===== config.mk =====
export PLATFORM = sky130hd
export DESIGN_NAME = fetch_unit
export DESIGN_NICKNAME = d
export VERILOG_FILES = /design/src/rtl/fetch_unit.sv
export SDC_FILE = /design/constraint.sdc
export NUM_CORES = 1
export LEC_CHECK = 0
export CORE_ASPECT_RATIO = 0.8
export CORE_MARGIN = 2
export CORE_UTILIZATION = 48
export DETAILED_ROUTE_END_ITERATION = 10
export PLACE_DENSITY = 0.82
export SYNTH_ARGS = -nofsm -noshare
export SYNTH_HDL_FRONTEND = slang
export SYNTH_SLANG_ARGS = --single-unit

===== constraint.sdc =====
create_clock -name clk -period 3.9 [get_ports clk]
set_input_delay 0.39 -clock clk [delete_from_list [all_inputs] [get_ports clk]]
set_output_delay 0.39 -clock clk [all_outputs]
set_load 0.02 [all_outputs]

===== src/rtl/fetch_unit.sv =====
// Instruction fetch unit: keeps one read in flight to instruction memory and
// buffers returned words in a 2-entry {pc, instruction} FIFO for the decoder.
// Optional feature macro: FETCH_STALL_CNT_EN enables the saturating
// backpressure stall counter on o_stall_cnt; otherwise it reads 0.
module fetch_unit #(
    parameter type T = logic [31:0]
) (
    input  logic       clk,
    input  logic       rst_n,
    output logic       imem_req,
    output logic [8:0] imem_addr,
    input  T           imem_rdata,
    input  logic       i_redirect_valid,
    input  logic [8:0] i_redirect_pc,
    output T           o_instruction,
    output logic [8:0] o_pc,
    output logic       o_valid,
    input  logic       i_ready,
    output logic [15:0] o_stall_cnt
);

    localparam int unsigned PC_W  = 9;
    localparam int unsigned CNT_W = 2;

    logic [PC_W-1:0]  fetch_pc;
    logic [PC_W-1:0]  inflight_pc;
    logic             inflight;
    logic [CNT_W-1:0] count;
    logic             rd_ptr;
    logic             wr_ptr;
    T                 fifo_instr [2];
    logic [PC_W-1:0]  fifo_pc    [2];

    logic             pop;
    logic             push;
    logic [CNT_W-1:0] occupancy;
    logic [PC_W-1:0]  redirect_addr;
    logic             unused_redirect_lsb;

    assign unused_redirect_lsb = ^i_redirect_pc[1:0];

    // Handshake, issue decision and head-of-FIFO view
    always_comb begin
        redirect_addr = {i_redirect_pc[8:2], 2'b00};
        o_valid       = rst_n && (count != '0) && !i_redirect_valid;
        pop           = o_valid && i_ready;
        push          = inflight && !i_redirect_valid;
        // Entries that will exist once this cycle settles, counting the in-flight read
        occupancy     = count + CNT_W'(inflight) - CNT_W'(pop);
        imem_req      = rst_n && (i_redirect_valid || (occupancy <= CNT_W'(1)));
        imem_addr     = i_redirect_valid ? redirect_addr : fetch_pc;
        o_instruction = fifo_instr[rd_ptr];
        o_pc          = fifo_pc[rd_ptr];
    end

    // Fetch PC, in-flight tracking and FIFO occupancy/pointers
    always_ff @(posedge clk) begin
        if (!rst_n) begin
            fetch_pc    <= '0;
            inflight    <= 1'b0;
            inflight_pc <= '0;
            count       <= '0;
            rd_ptr      <= 1'b0;
            wr_ptr      <= 1'b0;
        end else begin
            inflight <= imem_req;
            if (imem_req) begin
                inflight_pc <= imem_addr;
                fetch_pc    <= imem_addr + PC_W'(4);
            end
            if (i_redirect_valid) begin
                count  <= '0;
                rd_ptr <= 1'b0;
                wr_ptr <= 1'b0;
            end else begin
                if (push) wr_ptr <= ~wr_ptr;
                if (pop)  rd_ptr <= ~rd_ptr;
                count <= count + CNT_W'(push) - CNT_W'(pop);
            end
        end
    end

    // FIFO storage: returning word is written with the pc it was fetched from
    always_ff @(posedge clk) begin
        if (rst_n && push) begin
            fifo_instr[wr_ptr] <= imem_rdata;
            fifo_pc[wr_ptr]    <= inflight_pc;
        end
    end

`ifdef FETCH_STALL_CNT_EN
    logic [15:0] stall_cnt;

    // Count cycles where the decoder holds off a valid instruction, saturating
    always_ff @(posedge clk) begin
        if (!rst_n) begin
            stall_cnt <= '0;
        end else if (o_valid && !i_ready && (stall_cnt != 16'hFFFF)) begin
            stall_cnt <= stall_cnt + 16'd1;
        end
    end

    assign o_stall_cnt = stall_cnt;
`else
    assign o_stall_cnt = '0;
`endif

endmodule


==> Yosys cells after proc, flatten, opt, wreduce, memory -nomap -nowiden <==
Memories as Yosys holds them, arrays and structs flattened. A register that Yosys moved wholly into a read port is not among the register bits.
Index checks and enable logic that the tools add are counted.
{ "totals": {"ram_bits": 82, "word_cells": 34, "output_inout_bits": 68, "register_bits": 23, "memories": 2, "input_bits": 45} }
{ "memory_table": {"columns": ["memory", "depth", "word_bits", "read_ports", "rd_clocked_by_memory_dff", "write_ports", "line_no", "text"], "rows": [
  ["fifo_instr", 2, 32, 1, 1, 1, "31", "T fifo_instr [2];"],
  ["fifo_pc", 2, 9, 1, 1, 1, "32", "logic [PC_W-1:0] fifo_pc [2];"]
]} }
{ "classes": {"add_sub_neg": 5, "order_cmp": 1, "reduce_logical": 10, "mux": 7, "bitwise_logic": 3} }
{ "ops": {"columns": ["operator", "n"], "rows": [
  ["$add 9x3->9 const B", 1],
  ["$mux 9", 1],
  ["$logic_and 1x1->1", 6],
  ["$mux 1", 6],
  ["$add 2x1->2", 2],
  ["$sub 2x1->2", 2],
  ["$not 1->1", 3],
  ["$le 2x1->1 const B", 1],
  ["$reduce_bool 2->1", 1],
  ["$reduce_or 2->1", 1],
  ["$logic_not 1->1", 1],
  ["$logic_or 1x1->1", 1]
]} }

==> Depth between registers and ports, before layout <==
Gate-level depths: netlist of the first run.
{ "depth": {"depth_word": 8, "depth_mapped": 10, "depth_no_buf": 9} }

==> Worst setup path before layout of the first run <==
OpenSTA, ideal clock, no wires.
{ "synth_path": {"kind": "input to register", "start": "input port rst_n", "end": "memory fifo_instr[0][0] (netlist bit) (enable)", "required_time_ps": 3461, "cell_stages": 4, "path_buffers": 1, "slack_ps": 739, "arrival_ps": 2721, "path_cell_list": "clkbuf_1 -> nor2b_1 -> nand2_1 -> nor2_1"} }
{ "synth_between": {"elab_chain_cells": 3} }
{ "synth_lines": {"columns": ["element", "line_no", "text"], "rows": [
  ["start: declaration", "9", "input logic rst_n,"],
  ["$logic_and 1x1->1", "85", "if (rst_n && push) begin"],
  ["$mux 1", "85", null],
  ["$mux 1 (not written as such)", "86", "fifo_instr[wr_ptr] <= imem_rdata;"],
  ["end: declaration", "31", null]
]} }
No other way between the ends.

==> Worst setup path after layout of the first run <==
{ "layout_path": {"start": "input port rst_n", "end": "output port imem_req"} }
{ "layout_between": {"elab_chain_cells": 7} }
{ "layout_lines": {"columns": ["element", "line_no", "text"], "rows": [
  ["$logic_and 1x1->1 (2 in series)", "45", "o_valid = rst_n && (count != '0) && !i_redirect_valid;"],
  ["$logic_and 1x1->1", "46", "pop = o_valid && i_ready;"],
  ["net pop", "34", "logic pop;"],
  ["$sub 2x1->2", "49", "occupancy = count + CNT_W'(inflight) - CNT_W'(pop);"],
  ["$le 2x1->1", "50", "imem_req = rst_n && (i_redirect_valid || (occupancy <= CNT_W'(1)));"],
  ["$logic_or 1x1->1", "50", null],
  ["$logic_and 1x1->1", "50", null],
  ["end: declaration", "10", "output logic imem_req,"]
]} }
The timed path passes the listed nets, and every way through them passes these cells.

==> results of run 1 <==
## worst max-delay path, cell delays in order
cell,delay [ns]
clkdlybuf4s50_1,0.47
nor2b_1,0.19
nand3b_1,0.14
inv_1,0.10
ha_1,0.23
and2b_1,0.33
xor2_2,0.11
o21ai_0,0.34
inv_1,0.08
clkdlybuf4s50_1,0.55
## layout make-up
type | instances | area, µm²
sequential | 104 | 2904
multi-input combinational | 144 | 1164
fill | 668 | 3115
timing repair buffer | 100 | 985.9
inverter | 11 | 41.29
tap | 112 | 140.1
clock buffer | 9 | 123.9
clock inverter | 7 | 46.29
## metrics by stage
stage	hold slack, ns	total power, mW	util [%]	instance area, µm²
after floorplan	0.4263	1.391	-	4270
after global placement	0.4378	1.480	61.44	5235
after detailed placement	0.4492	1.488	61.44	5235
after CTS	0.4667	2.064	63.44	5405
after global routing	0.4883	2.135	63.44	5405
final	0.4658	2.047	63.44	5405
## cell usage after synthesis (4+ instances only)
cell / count
edfxtp_1: 82
mux2_2: 44
dfxtp_1: 22
buf_4: 17
inv_1: 9
nor3_1: 9
a21oi_1: 7
nor2_1: 7
clkbuf_1: 6
nand2_1: 6
nand3_1: 6
ha_1: 4
mux2i_1: 4
o21ai_0: 4
xnor2_1: 4
## where the power goes
group | leakage (nW) | switching [mW] | internal (mW)
clock | 0.0835 | 0.351 | 0.232
combinational | 0.863 | 0.114 | 0.108
sequential | 0.924 | 0.0151 | 1.23
## metal layers
layer  routed length [µm]  part of all wire [%]  GRT usage (%)  vias to the layer above
li1                     -                     -              -                     1170
met4                   85                   1.1          4.545                        0
met5                    0                     0              0                        -
met1                 3404                    44          21.44                     1201
met2                 3743                    48          27.90                       92
met3                  546                   7.0          4.762                       11
## cell families after synthesis
family | synth area share, %
other | 0.08899
AND/OR/NAND/NOR | 5.167
adder cells (fa/ha/maj) | 1.188
flip-flops | 68.88
XOR/XNOR | 3.147
AO/OA/AOI/OAI | 3.771
multiplexers | 12.71
buffers and inverters | 5.047
## sequential cells by signal (all words and copies together) (netlist names), named ones only
| register | flops |
|---|---|
| inflight | 1 |
| fifo_pc | 18 |
| fetch_pc | 9 |
| inflight_pc | 7 |
| fifo_instr | 64 |
| rd_ptr | 1 |
| wr_ptr | 1 |
| count | 2 |
## worst min path at each step
stage	cells after the start	to	start	slack (ns)
after floorplan	0	fifo_pc[0][2]	inflight_pc[2]	0.43
after global placement	0	fifo_pc[0][2]	inflight_pc[2]	0.44
after detailed placement	0	fifo_pc[0][4]	inflight_pc[4]	0.45
after CTS	0	fifo_pc[1][6]	inflight_pc[6]	0.47
after global routing	0	fifo_pc[1][6]	inflight_pc[6]	0.49
final	0	fifo_pc[1][6]	inflight_pc[6]	0.47
==> flow_summary.yaml, run 1 <==
timing:
  drv_slew: 0
  timing.final.crit_share_pct: 84.83
  maxSlewHeadroom_pct: 33.19
  finalSetupTns_ns: 0
  finalHoldViolCount: 0
  rsz0062_at_grt: "no"
  clock_skew_ns: 0.009282
  fmax_mhz: 302.3
  min_period_ns: 3.308
  setup_slack_ns: 0.5918
  tightest_slew_ns: 1.002
  finalSetupViolCount: 0
die:
  num_rows: 30
  chipHeight_um: 87.81
  num_io_pins: 113
  die-area_um2: 9549
  fp.dieW_um: 108.8
  core_area_um2: 8521
  start_util_pct: 49.46
finish:
  antenna_cells: 0
  nets: 419
  syn_to_final_growth_pct: 28.27
  final_cell_mix: "94 x clkdlybuf4s50_1, 82 x edfxtp_1, 44 x mux2_2, 21 x dfxtp_1, 16 x conb_1"
  stdcell_count: 487
  drive_gt1_share_pct: 19.47
  final_common_cell: "clkdlybuf4s50_1"
synth:
  yosysSeqAreaShare_pct: 68.88
  syn-instance-count: 270
  syn_area_um2: 4214
  synth_top_area_share_pct: 58.43
  async_flop_share_pct: 0
  ys_ff_latch: 104
  syn_avg_cell_area_um2: 15.61
  synth_edf_count: 82
  yosysTopAreaCell: "edfxtp_1"
  yosys_warnings: 0
  synthTopCellsByArea: "edfxtp_1 58%, mux2_2 12%, dfxtp_1 10%"
  synth_cell_types: 39
  synth_flop_cell: "edfxtp_1"
critical_path:
  r2r_cells: 9
  rr_endpoint: "inflight_pc[2]"
  reg2reg_slack_ns: 1.73
  cp.arrival_ns: 2.92
  critPathLaunch: "rst_n"
  crit_end: "imem_req"
  worstSetupEndpointType: "primary output"
  critPathMaxFanout: 4
  rr_startpoint: "count[1]"
  worstPathRequired_ns: 3.51
  cp-start-kind: "input port"
  path_class: "input port to primary output"
job:
  cap_violations: 0
placed_design:
  port_buffers: 94
  gp_congestion: 0.8699
  dp_slack_ns: 0.5921
  dp_cells: 471
  post-dp-hpwl_um: 5348
power:
  vdd_drop_max_mv: 0.1757
  p_leak_nw: 1.871
  cellPowerDensity_nw_per_um2: 378.7
route:
  vias_per_cell: 5.080
  drt_iter0_drc: 129
  route.detailed.drc: 0
  ant_nets: 0
  vias: 2474
  dr.pass1.iters: 4
  wirelength_um: 7779
  avgRoutedWirePerCell_um: 15.97
cts:
  clock-root-buffer: "clkbuf_8"
  htreeDepth: 3
  ctsResizeCount: 0
  numClockSinks: 104
  cts.hold.buffers_added: 0
  cts_tree: "yes"
  cts_buffer_depth: 2
  cts_inserted_buffers: 9
  path_clk_slew_ns: 0.10
  worstSkewPairLatency_ns: 0.35
  postCtsSetupBuffers: 0
grt:
  grt_overflow_total: 0
  antenna_found_initial: 0
  grt_max_degree: 42
  grt_pass1_vias: 2437
  grt_pass1_wl_um: 11990
  gr-usage-all-layers_pct: 16.64
hold_path:
  hp-class: "register to register"
run_status:
  outcome: "completed"
Power figures use the tool's default switching activity.
==> inputs of run 2 (changes only) <==
--- a/config.mk
+++ b/config.mk
@@ -7,9 +7,9 @@
 export LEC_CHECK = 0
 export CORE_ASPECT_RATIO = 0.8
 export CORE_MARGIN = 2
-export CORE_UTILIZATION = 48
+export CORE_UTILIZATION = 43
 export DETAILED_ROUTE_END_ITERATION = 10
-export PLACE_DENSITY = 0.82
+export PLACE_DENSITY = 0.78
 export SYNTH_ARGS = -nofsm -noshare
 export SYNTH_HDL_FRONTEND = slang
 export SYNTH_SLANG_ARGS = --single-unit
==> constraint.sdc (replaced) <==
create_clock -name clk -period 2.92 [get_ports clk]
set_input_delay 0.292 -clock clk [delete_from_list [all_inputs] [get_ports clk]]
set_output_delay 0.292 -clock clk [all_outputs]
set_load 0.02 [all_outputs]
==> run 2 against run 1 <==
- global-route usage shrank 1.6 points
- sequential power grew 34%
- flip-flop and latch count is the same
- die area grew 11%
- worst hold slack lost 0.0047 ns
- first-iteration DRC count grew 36%
- power grew 49%
- non-clock buffer count grew 4
- utilization shrank 5.0 points
==> flow_summary.yaml, run 2 (synthesized netlist as in run 1, its figures left out) <==
run_status:
  outcome: "completed"
critical_path:
  rr_endpoint: "inflight_pc[2]"
  worst_path_most_repeated_cell: "clkdlybuf4s50_1"
  reg2reg_slack_ns: 0.83
  cp_cell_sequence: "clkdlybuf4s50_1 > buf_4 > clkinv_1 > nand2_1 > nor2_1 > clkdlybuf4s50_1"
  cp_slowest_stage_delay_ns: 0.54
  worstPathRequired_ns: 2.63
  worstSetupEndpointType: "primary output"
  cp_slowest_cell: "clkdlybuf4s50_1"
  critPathMaxFanout: 27
  path_class: "input port to primary output"
  cp.arrival_ns: 2.26
  rr_startpoint: "count[1]"
  r2r_cells: 9
  cp-start-kind: "input port"
cts:
  cts_inserted_buffers: 9
  postCtsSetupBuffers: 0
  numClockSinks: 104
  cts_tree: "yes"
  clock-root-buffer: "clkbuf_16"
  path_clk_slew_ns: 0.06
  htreeDepth: 3
  cts_buffer_depth: 2
  worstSkewPairLatency_ns: 0.33
power:
  p_sw_mw: 0.6727
  p_leak_nw: 1.951
  cellPowerDensity_nw_per_um2: 544.2
  vdd_drop_max_mv: 0.2668
  power_frac_clock_pct: 35.6
  internal_power_mw: 2.369
  seqPwrFrac_pct: 54.6
  design_power_total_mw: 3.041
  switching_share_pct: 22.12
  combPwrFrac_pct: 9.9
die:
  core_area_um2: 9569
  die-area_um2: 10610
  num_rows: 32
  chipHeight_um: 92.55
  start_util_pct: 44.04
  num_io_pins: 113
  fp.dieW_um: 114.7
timing:
  finalSetupViolCount: 0
  clock_skew_ns: 0.005306
  timing.final.crit_share_pct: 87.49
  maxSlewHeadroom_pct: 65.42
  finalSetupTns_ns: 0
  drv_slew: 0
  tightest_slew_ns: 0.5174
  hold_ws_ns: 0.4611
  finalHoldViolCount: 0
  setup_slack_ns: 0.3654
  min_period_ns: 2.555
  fmax_mhz: 391.5
  rsz0062_at_grt: "no"
grt:
  gr-usage-all-layers_pct: 15.03
  grt_max_degree: 42
  grt_overflow_total: 0
  grt_pass1_vias: 2520
  grt_pass1_wl_um: 12200
  antenna_found_initial: 0
route:
  avgRoutedWirePerCell_um: 15.50
  vias_per_cell: 4.992
  ant_nets: 0
  route.detailed.drc: 0
  vias: 2486
  dr.pass1.iters: 4
  wirelength_um: 7719
  drt_iter0_drc: 176
hold_path:
  worst_hold_startpoint: "inflight_pc[5]"
  hold_depth: 0
  hp-class: "register to register"
  whs_endpoint: "fifo_pc[1][5]"
placed_design:
  dp_slack_ns: 0.02394
  placed_area_um2: 5311
  dp_cells: 482
  post-dp-hpwl_um: 5209
  port_buffers: 94
  gp_congestion: 0.8443
finish:
  fillCellCount: 750
  drive_gt1_share_pct: 20.58
  fin_area_um2: 5589
  syn_to_final_growth_pct: 32.63
  final_common_cell: "clkdlybuf4s50_1"
  final_cell_mix: "93 x clkdlybuf4s50_1, 82 x edfxtp_1, 44 x mux2_2, 20 x dfxtp_1, 16 x conb_1"
  antenna_cells: 0
  reg_top3: "fifo_instr (64), fifo_pc (18), fetch_pc (9)"
  largest_reg_flops: 64
  seq_area_um2: 2905
  stdcell_count: 498
  nets: 423
  multiInputGateArea_um2: 1164
  top_register: "fifo_instr"
  finish.utilization_pct: 58.41
job:
  cap_violations: 0
-- run 2: power groups by stage --
stage	clock network [mW]	logic [mW]	registers [mW]
3_3_place_gp	0	0.292	1.69
6_report	1.08	0.300	1.66
2_1_floorplan	0	0.171	1.69
3_5_place_dp	0	0.299	1.69
4_1_cts	1.12	0.301	1.66
5_1_grt	1.19	0.321	1.66
-- run 2: routing by layer --
metal	routed length, µm	vias up	global-route usage [%]
met4	53	0	4.573
met2	3730	92	24.56
met3	523	4	4.385
li1	-	1178	-
met5	0	-	0
met1	3411	1212	19.43
-- run 2: critical path, delay by kind of cell --
family	cells	cell delay, ns
buf+inv	4	1.63
simple gates	2	0.32
-- run 2: how the worst max path moves through the flow --
stage | from | endpoint | slack, ns | cells after the start
floorplan | rst_n | imem_req | 0.46 | 9
global placement | rst_n | imem_req | 0.09 | 10
detailed placement | rst_n | imem_req | 0.02 | 10
CTS | rst_n | imem_req | 0.01 | 10
global route | i_redirect_valid | o_valid | 0.23 | 6
finish | i_redirect_valid | o_valid | 0.37 | 6
-- run 2: layout make-up --
cell class | instances | share of cell area [%]
Clock buffer | 10 | 4.097
Clock inverter | 6 | 0.8059
Inverter | 11 | 0.7388
Multi-Input combinational cell | 144 | 20.82
Sequential cell | 104 | 51.98
Tap cell | 119 | 2.664
Timing Repair Buffer | 104 | 18.89
-- run 2: what timing repair did --
action,CTS,global route
gates resized for setup,1,1
pin swaps,0,0
endpoints found under the setup margin,1,1
hold buffers,0,0
==> inputs of run 3 (changes only) <==
--- a/config.mk
+++ b/config.mk
@@ -9,6 +9,7 @@
 export CORE_MARGIN = 2
 export CORE_UTILIZATION = 43
 export DETAILED_ROUTE_END_ITERATION = 10
+export MAX_ROUTING_LAYER = met4
 export PLACE_DENSITY = 0.78
 export SYNTH_ARGS = -nofsm -noshare
 export SYNTH_HDL_FRONTEND = slang
==> constraint.sdc (replaced) <==
create_clock -name clk -period 2.92 [get_ports clk]
set_input_delay 0.292 -clock clk [delete_from_list [all_inputs] [get_ports clk]]
set_output_delay 0.292 -clock clk [all_outputs]
set_load 0.005 [all_outputs]
==> run 3 against run 2 <==
- sequential share of layout area up 0.25 points
- critical path depth up 3
- critical endpoint is now imem_req
- power down 2.0%
- final cell count down 0.20%
- combinational power down 16%
- clock skew down 0.0012 ns
- first-iteration DRC count down 37%
- die area unchanged
==> flow_summary.yaml, run 3 (synthesized netlist as in run 1, its figures left out) <==
cts:
  ctsResizeCount: 0
  worstSkewPairLatency_ns: 0.33
  postCtsSetupBuffers: 0
  htreeDepth: 3
  cts_tree: "yes"
  cts_inserted_buffers: 9
  cts_buffer_depth: 2
  numClockSinks: 104
  clock-root-buffer: "clkbuf_16"
  cts.hold.buffers_added: 0
  path_clk_slew_ns: 0.06
finish:
  drive_gt1_share_pct: 20.37
  largest_reg_flops: 64
  fin_area_um2: 5563
  syn_to_final_growth_pct: 32.01
  nets: 422
  final_common_cell: "clkdlybuf4s50_1"
  final_cell_mix: "94 x clkdlybuf4s50_1, 82 x edfxtp_1, 44 x mux2_2, 20 x dfxtp_1, 16 x conb_1"
  reg_top3: "fifo_instr (64), fifo_pc (18), fetch_pc (9)"
  antenna_cells: 0
  stdcell_count: 497
  top_register: "fifo_instr"
route:
  vias: 2466
  route.detailed.drc: 0
  wirelength_um: 7760
  vias_per_cell: 4.962
  drt_iter0_drc: 111
  dr.pass1.iters: 4
  avgRoutedWirePerCell_um: 15.61
  ant_nets: 0
timing:
  finalSetupTns_ns: 0
  setup_slack_ns: 0.1671
  finalHoldViolCount: 0
  rsz0062_at_grt: "no"
  tightest_slew_ns: 0.5689
  timing.final.crit_share_pct: 94.28
  drv_slew: 0
  maxSlewHeadroom_pct: 62.07
  finalSetupViolCount: 0
  fmax_mhz: 363.3
  clock_skew_ns: 0.004079
  min_period_ns: 2.753
critical_path:
  rr_endpoint: "inflight_pc[2]"
  critPathLaunch: "count[1]"
  worstPathRequired_ns: 2.63
  cp.arrival_ns: 2.46
  critPathMaxFanout: 3
  cp-start-kind: "register"
  worstSetupEndpointType: "primary output"
  reg2reg_slack_ns: 0.76
  r2r_cells: 9
  rr_startpoint: "count[1]"
  path_class: "register to primary output"
  crit_end: "imem_req"
grt:
  gr-usage-all-layers_pct: 15.48
  grt_pass1_wl_um: 12170
  grt_overflow_total: 0
  grt_max_degree: 42
  antenna_found_initial: 0
  grt_pass1_vias: 2484
die:
  num_io_pins: 113
  core_area_um2: 9569
  chipHeight_um: 92.55
  fp.dieW_um: 114.7
  die-area_um2: 10610
  start_util_pct: 44.04
  num_rows: 32
power:
  internal_power_mw: 2.364
  switching_share_pct: 20.73
  p_leak_nw: 1.937
  seqPwrFrac_pct: 55.7
  design_power_total_mw: 2.982
  vdd_drop_max_mv: 0.2949
  power_frac_clock_pct: 35.8
  cellPowerDensity_nw_per_um2: 536.0
  p_sw_mw: 0.6182
  combPwrFrac_pct: 8.5
placed_design:
  post-dp-hpwl_um: 5222
  dp_cells: 481
  gp_congestion: 0.8325
  dp_slack_ns: 0.09838
  placed_area_um2: 5291
  port_buffers: 94
hold_path:
  hp-class: "register to register"
job:
  cap_violations: 0
run_status:
  outcome: "completed"
[run 3: layer usage]
metal,track usage (%),vias up,routed length (µm)
li1,-,1173,-
met3,4.319,9,518
met2,25.05,97,3774
met4,4.573,0,65
met1,19.10,1187,3400
met5,-,-,0
[run 3: stage by stage]
stage | utilization (%) | hold WS [ns]
after floorplan | - | 0.3909
after global placement | 55.30 | 0.4343
after detailed placement | 55.30 | 0.4501
after CTS | 58.08 | 0.4653
after global routing | 58.13 | 0.4874
final | 58.13 | 0.4616
[run 3: power by group through the flow]
| stage | logic, mW | clock network (mW) | registers [mW] |
|---|---|---|---|
| global route | 0.275 | 1.16 | 1.66 |
| detailed placement | 0.252 | 0 | 1.69 |
| floorplan | 0.124 | 0 | 1.69 |
| global placement | 0.245 | 0 | 1.69 |
| finish | 0.253 | 1.07 | 1.66 |
| CTS | 0.254 | 1.10 | 1.66 |
[run 3: worst min path at each step]
stage | start | to | slack, ns | depth (start not counted)
finish | inflight_pc[7] | fifo_pc[1][7] | 0.46 | 0
detailed placement | inflight_pc[4] | fifo_pc[1][4] | 0.45 | 0
global route | inflight_pc[7] | fifo_pc[1][7] | 0.49 | 0
global placement | inflight_pc[7] | fifo_pc[1][7] | 0.43 | 0
CTS | inflight_pc[7] | fifo_pc[1][7] | 0.47 | 0
floorplan | imem_rdata[0] | fifo_instr[0][0] | 0.39 | 0
[run 3: critical path, stage by stage, from the launching register on]
cell and delay (ns):
dfxtp_2 0.36, nor2_1 0.15, nand3b_1 0.16, inv_1 0.07, ha_1 0.24, xnor2_4 0.28, xor2_2 0.19, o21ai_1 0.10
inv_1 0.07, clkdlybuf4s50_1 0.49
[run 3: cell type report]
type	count	area (µm²)
inverters	11	41.29
repair buffers	103	1033
well taps	119	148.9
fillers	742	4006
multi-input cells	144	1167
flip-flops and latches	104	2905
clock buffers	11	232.7
clock inverters	5	33.78
